File: src/rtl/cpu_pkg.sv
// Shared CPU constants: instruction width, opcodes, the NOP word and the fetch FSM state encoding.
package cpu_pkg;

    localparam int INST_W = 16;

    localparam logic [3:0] OP_ADD  = 4'h0;
    localparam logic [3:0] OP_ADDI = 4'h1;
    localparam logic [3:0] OP_LD   = 4'h2;
    localparam logic [3:0] OP_SW   = 4'h3;

    // Opcode 4'hF is outside the ISA and decodes as NOP.
    localparam logic [INST_W-1:0] NOP_INST = 16'hF000;

    localparam logic [0:0] FS_IDLE = 1'b0;
    localparam logic [0:0] FS_WAIT = 1'b1;

endpackage

File: src/rtl/inst_fifo.sv
// Small {pc, inst} FIFO; registered head, writes land one cycle after push.
// Push into a full FIFO and pop from an empty one are the caller's job to prevent; flush wins over both.
module inst_fifo
    import cpu_pkg::*;
#(
    parameter int PC_W  = 8,
    parameter int DEPTH = 2
) (
    input  logic                      clk,
    input  logic                      rst,
    input  logic                      push_i,
    input  logic [PC_W-1:0]           push_pc_i,
    input  logic [INST_W-1:0]         push_inst_i,
    input  logic                      pop_i,
    input  logic                      flush_i,
    output logic [PC_W-1:0]           head_pc_o,
    output logic [INST_W-1:0]         head_inst_o,
    output logic                      full_o,
    output logic                      empty_o,
    output logic [$clog2(DEPTH+1)-1:0] count_o
);

    localparam int AW = (DEPTH > 1) ? $clog2(DEPTH) : 1;
    localparam int CW = $clog2(DEPTH + 1);
    localparam logic [CW-1:0] DEPTH_C = CW'(DEPTH);

    logic [PC_W-1:0]   pc_mem   [DEPTH];
    logic [INST_W-1:0] inst_mem [DEPTH];
    logic [AW-1:0]     rd_ptr_q, wr_ptr_q;
    logic [CW-1:0]     count_q, count_d;

    always_comb begin
        count_d = count_q;
        case ({push_i, pop_i})
            2'b10:   count_d = count_q + 1'b1;
            2'b01:   count_d = count_q - 1'b1;
            default: count_d = count_q;
        endcase
    end

    always_ff @(posedge clk) begin
        if (rst || flush_i) begin
            rd_ptr_q <= '0;
            wr_ptr_q <= '0;
            count_q  <= '0;
        end else begin
            if (push_i) wr_ptr_q <= wr_ptr_q + 1'b1;
            if (pop_i)  rd_ptr_q <= rd_ptr_q + 1'b1;
            count_q <= count_d;
        end
    end

    // Storage carries no reset; validity is tracked by count_q alone.
    always_ff @(posedge clk) begin
        if (push_i && !flush_i) begin
            pc_mem[wr_ptr_q]   <= push_pc_i;
            inst_mem[wr_ptr_q] <= push_inst_i;
        end
    end

    assign head_pc_o   = pc_mem[rd_ptr_q];
    assign head_inst_o = inst_mem[rd_ptr_q];
    assign full_o      = (count_q == DEPTH_C);
    assign empty_o     = (count_q == '0);
    assign count_o     = count_q;

endmodule

File: src/rtl/fetch_unit.sv
// Instruction fetch: one outstanding imem request, 2-entry buffer, 1 inst/cycle when ack and ready stay high.
// Requests are issued only with a free buffer slot reserved; redirect flushes and drops any in-flight response.
module fetch_unit
    import cpu_pkg::*;
#(
    parameter int              PC_W     = 8,
    parameter int              DEPTH    = 2,
    parameter logic [PC_W-1:0] RESET_PC = '0
) (
    input  logic              clk,
    input  logic              rst,
    output logic              imem_req,
    output logic [PC_W-1:0]   imem_addr,
    input  logic              imem_ack,
    input  logic [INST_W-1:0] imem_rdata,
    output logic [INST_W-1:0] inst,
    output logic [PC_W-1:0]   inst_pc,
    output logic              inst_valid,
    input  logic              inst_ready,
    input  logic              redirect,
    input  logic [PC_W-1:0]   redirect_pc
);

    localparam int CW = $clog2(DEPTH + 1);
    localparam logic [CW-1:0] DEPTH_C = CW'(DEPTH);

    logic [0:0]        state_q, state_d;
    logic [PC_W-1:0]   pc_q, pc_d;
    logic [PC_W-1:0]   addr_q, addr_d;
    logic              drop_q, drop_d;

    logic              fifo_push, fifo_pop;
    logic              fifo_full, fifo_empty;
    logic [CW-1:0]     fifo_count, count_after;
    logic [PC_W-1:0]   head_pc;
    logic [INST_W-1:0] head_inst;
    logic              ack_c;

    assign ack_c     = (state_q == FS_WAIT) && imem_ack;
    assign fifo_pop  = !fifo_empty && inst_ready && !redirect;
    assign fifo_push = ack_c && !drop_q && !redirect;

    always_comb begin
        count_after = fifo_count;
        case ({fifo_push, fifo_pop})
            2'b10:   count_after = fifo_count + 1'b1;
            2'b01:   count_after = fifo_count - 1'b1;
            default: count_after = fifo_count;
        endcase
    end

    always_comb begin
        state_d = state_q;
        pc_d    = pc_q;
        addr_d  = addr_q;
        drop_d  = drop_q;
        if (redirect) begin
            pc_d = redirect_pc;
            // Without an ack the old request must stay on the bus; remember to discard its data.
            if (state_q == FS_WAIT && !imem_ack) begin
                drop_d = 1'b1;
            end else begin
                state_d = FS_IDLE;
                drop_d  = 1'b0;
            end
        end else if (state_q == FS_IDLE) begin
            if (!fifo_full) begin
                state_d = FS_WAIT;
                addr_d  = pc_q;
                pc_d    = pc_q + 1'b1;
            end
        end else if (imem_ack) begin
            drop_d = 1'b0;
            if (count_after < DEPTH_C) begin
                addr_d = pc_q;
                pc_d   = pc_q + 1'b1;
            end else begin
                state_d = FS_IDLE;
            end
        end
    end

    always_ff @(posedge clk) begin
        if (rst) begin
            state_q <= FS_IDLE;
            pc_q    <= RESET_PC;
            addr_q  <= '0;
            drop_q  <= 1'b0;
        end else begin
            state_q <= state_d;
            pc_q    <= pc_d;
            addr_q  <= addr_d;
            drop_q  <= drop_d;
        end
    end

    inst_fifo #(
        .PC_W  (PC_W),
        .DEPTH (DEPTH)
    ) u_inst_fifo (
        .clk         (clk),
        .rst         (rst),
        .push_i      (fifo_push),
        .push_pc_i   (addr_q),
        .push_inst_i (imem_rdata),
        .pop_i       (fifo_pop),
        .flush_i     (redirect),
        .head_pc_o   (head_pc),
        .head_inst_o (head_inst),
        .full_o      (fifo_full),
        .empty_o     (fifo_empty),
        .count_o     (fifo_count)
    );

    assign imem_req   = (state_q == FS_WAIT);
    assign imem_addr  = addr_q;
    assign inst_valid = !fifo_empty;
    assign inst       = fifo_empty ? NOP_INST : head_inst;
    assign inst_pc    = fifo_empty ? '0 : head_pc;

endmodule

File: config.mk
export PLATFORM = sky130hd
export DESIGN_NAME = fetch_unit
export DESIGN_NICKNAME = d
export VERILOG_FILES = /design/src/rtl/cpu_pkg.sv /design/src/rtl/inst_fifo.sv /design/src/rtl/fetch_unit.sv
export SDC_FILE = /design/constraint.sdc
export NUM_CORES = 1
export LEC_CHECK = 0
export ABC_CLOCK_PERIOD_IN_PS = 2300
export BUFFER_PORTS_ARGS = -buffer_cell sky130_fd_sc_hd__buf_2
export CAP_MARGIN = 25
export CORE_MARGIN = 1.5
export CORE_UTILIZATION = 49
export DETAILED_ROUTE_END_ITERATION = 10
export HOLD_SLACK_MARGIN = 0.08
export PLACE_DENSITY_LB_ADDON = 0.1
export SKIP_CTS_REPAIR_TIMING = 1
export SLEW_MARGIN = 20
export SYNTH_ARGS = -nofsm -noshare
export SYNTH_HDL_FRONTEND = slang
export SYNTH_SLANG_ARGS = --single-unit
File: constraint.sdc
create_clock -name clk -period 2.3 [get_ports clk]
set_input_delay 0.23 -clock clk [delete_from_list [all_inputs] [get_ports clk]]
set_output_delay 0.23 -clock clk [all_outputs]
set_load 0.03 [all_outputs]
==> flow_metrics.py <==
metrics = {
    "placed_design": {
        "dpl.cell_count": 380,
        "io_buffers": 62,
        "dp_slack_ns": 0.0166,
        "place_hpwl_mm": 3.82,
        "routabilityCongestion": 0.888,
    },
    "clock_tree": {
        "cts_max_path_buffers": 2,
        "path_clk_slew_ns": 0.07,
        "cts_buffers": 9,
        "htreeDepth": 3,
        "cts_tree": "built",
        "clock_sinks": 71,
        "root_buffer": "clkbuf_8",
        "clock_latency_ns": 0.34,
    },
    "timing": {
        "period_share": 0.965,
        "hold_viol_final": 0,
        "drv_slew": 0,
        "tns_ns": 0,
        "slew_headroom": 0.692,
        "fin_ws_ns": 0.0806,
        "fin_crit_ns": 2.22,
        "setup_viol": 0,
        "finClkSkew_ns": 0.00586,
        "max_slew.worst_pin.slew_ns": 0.461,
        "clock.fmax_mhz": 451,
        "rsz0062_at_grt": "no",
    },
    "logic_synthesis": {
        "synthArstFlopShare": 0,
        "syn_inst": 243,
        "synth_top_area_share": 0.480,
        "synth_mux_area_frac": 0.0870,
        "synth.avg_cell_area_um2": 12.4,
        "synth_compound_area_frac": 0.0953,
        "ys.flop_type": "edfxtp_1",
        "synth_fp_nets": 274,
        "yosysMostFrequentCell": "edfxtp_1",
        "synth_seq_area_share": 0.633,
        "ys_types": 42,
        "synthAdderAreaFrac": 0.00833,
        "ys_seq_elements": 71,
        "ys_top_cells_by_area": "edfxtp_1 (48%), dfxtp_1 (15%), mux2i_1 (8.3%)",
        "synthTopCellsByCount": "edfxtp_1 (48), nor2_1 (30), mux2i_1 (25)",
        "synth-simple-area-share": 0.127,
        "synth_warnings": 0,
        "synth-xor-area-share": 0.0146,
        "synth_enable_flop_cells": 48,
        "yosysTopAreaCell": "edfxtp_1",
        "synth_top_family_by_area": "simple AND/OR/NAND/NOR gates",
        "synthesis.area_mm2": 0.00301,
    },
    "power_and_ir_drop": {
        "power.leakage_nw": 1.42,
        "irDropWorstVdd_mv": 0.355,
        "power_density_mw_per_mm2": 649,
    },
    "global_routing": {
        "grt_pass1_wl_mm": 8.93,
        "grt_pass1_vias": 1937,
        "grt_max_degree": 25,
        "antenna_found_initial": 0,
        "grt_overflow": 0,
        "grt_usage": 0.182,
    },
    "worst_hold_path": {
        "hp-class": "input pin to flip-flop",
    },
    "outcome": {
        "status": "completed",
    },
    "worst_setup_path": {
        "critPathArrivalTime_ns": 2.45,
        "startpoint_type": "flip-flop",
        "crit_path_end_kind": "flip-flop",
        "critPathKind": "flip-flop to flip-flop",
        "required_ns": 2.53,
        "crit_fanout": 6,
    },
    "drt": {
        "vias": 2137,
        "ant_nets": 0,
        "drt-pass1-iter-count": 6,
        "wl_per_cell_um": 14.8,
        "detail_route.iter0.violations": 92,
        "drc": 0,
        "vias_per_cell": 5.28,
        "wirelength_mm": 6.01,
    },
    "layout": {
        "antenna_cells": 0,
        "multi_input_area_mm2": 0.00109,
        "fillers": 494,
        "seq_area_mm2": 0.00191,
        "drive_gt1_frac": 0.355,
        "area_delta_synth_final_pct": 25.6,
        "finalNonFillerCells": 405,
        "nets": 356,
    },
    "floorplan": {
        "chipWidth_um": 81.3,
        "die_h_um": 81.3,
        "core_mm2": 0.00592,
        "initial_utilization": 0.508,
        "die_area_mm2": 0.00661,
        "fp-row-count": 28,
        "num_io_pins": 63,
    },
    "job": {
        "maxCapViolCount": 0,
    },
}
cell families after synthesis:
| family | after synthesis |
|---|---|
| fa+ha+maj | 2 |
| simple gates | 79 |
| buf+inv | 22 |
| flops | 71 |
| compound gates | 38 |
| mux | 26 |
| xor+xnor | 5 |
sequential cells by signal, indices dropped and copies added (netlist names), named ones only:
register	flops
drop_q	1
imem_addr	8
imem_req	1
pc_q	8
u_inst_fifo.count_o	2
u_inst_fifo.inst_mem	32
u_inst_fifo.pc_mem	16
u_inst_fifo.rd_ptr_q	1
u_inst_fifo.wr_ptr_q	1
critical path, stage by stage (launching register included):
cell and delay (ns):
dfxtp_2 0.36, nor2_4 0.05, inv_4 0.04, nand2_2 0.06
nor2_2 0.14, ha_4 0.23, or4b_4 0.50, nand3_4 0.13
o21ai_4 0.10, and4_4 0.19, o311a_1 0.31
layout by cell type, fill, tap and decap left out, types with 3 or more instances in the layout:
cell type,n
buf_2,62
edfxtp_1,48
nor2_1,27
mux2i_1,25
dfxtp_1,20
buf_4,15
nand2_1,13
o21ai_0,11
nand3_1,9
a21oi_1,9
clkbuf_8,9
dlygate4sd3_1,7
inv_1,6
nor3_1,6
xnor2_1,3
clkinv_2,3
worst paths after layout:
check | start | end | slack [ns] | cells past startpoint
worst max-delay path | u_inst_fifo.count_o[1] | pc_q[2] | 0.08 | 10
worst min-delay path | imem_rdata[10] | u_inst_fifo.inst_mem[1][10] | 0.08 | 1
worst max register to register | u_inst_fifo.count_o[1] | pc_q[2] | 0.08 | 10
worst min register to register | imem_addr[6] | u_inst_fifo.pc_mem[0][6] | 0.47 | 0
metal layers:
| layer | share of wire | track usage |
|---|---|---|
| met5 | 0 | 0 |
| met4 | 0.0093 | 0.0914 |
| met3 | 0.041 | 0.0360 |
| met2 | 0.51 | 0.306 |
| met1 | 0.44 | 0.223 |
stage by stage:
stage               utilization  power (mW)  area (um2)  hold WS (ns)
detailed placement        0.590        1.64        3490         0.422
finish                    0.638        2.45        3780        0.0806
global placement          0.590        1.63        3490         0.418
floorplan                     -        1.57        3060         0.329
CTS                       0.617        2.46        3650        0.0669
global route              0.638        2.56        3780        0.0802
power by group:
group	internal, mW	switching (mW)	leakage (nW)
sequential	1.39	0.0259	0.621
combinational	0.0883	0.120	0.718
clock	0.381	0.445	0.0843
layout make-up:
cell class | count | share of cell area
sequential | 71 | 0.505
tap | 75 | 0.0249
clock buffer | 9 | 0.0328
timing repair buffer | 84 | 0.131
inverter | 8 | 0.00861
multi-input combinational | 151 | 0.288
clock inverter | 7 | 0.0103
Note: power is estimated with default switching activity, not from simulation.
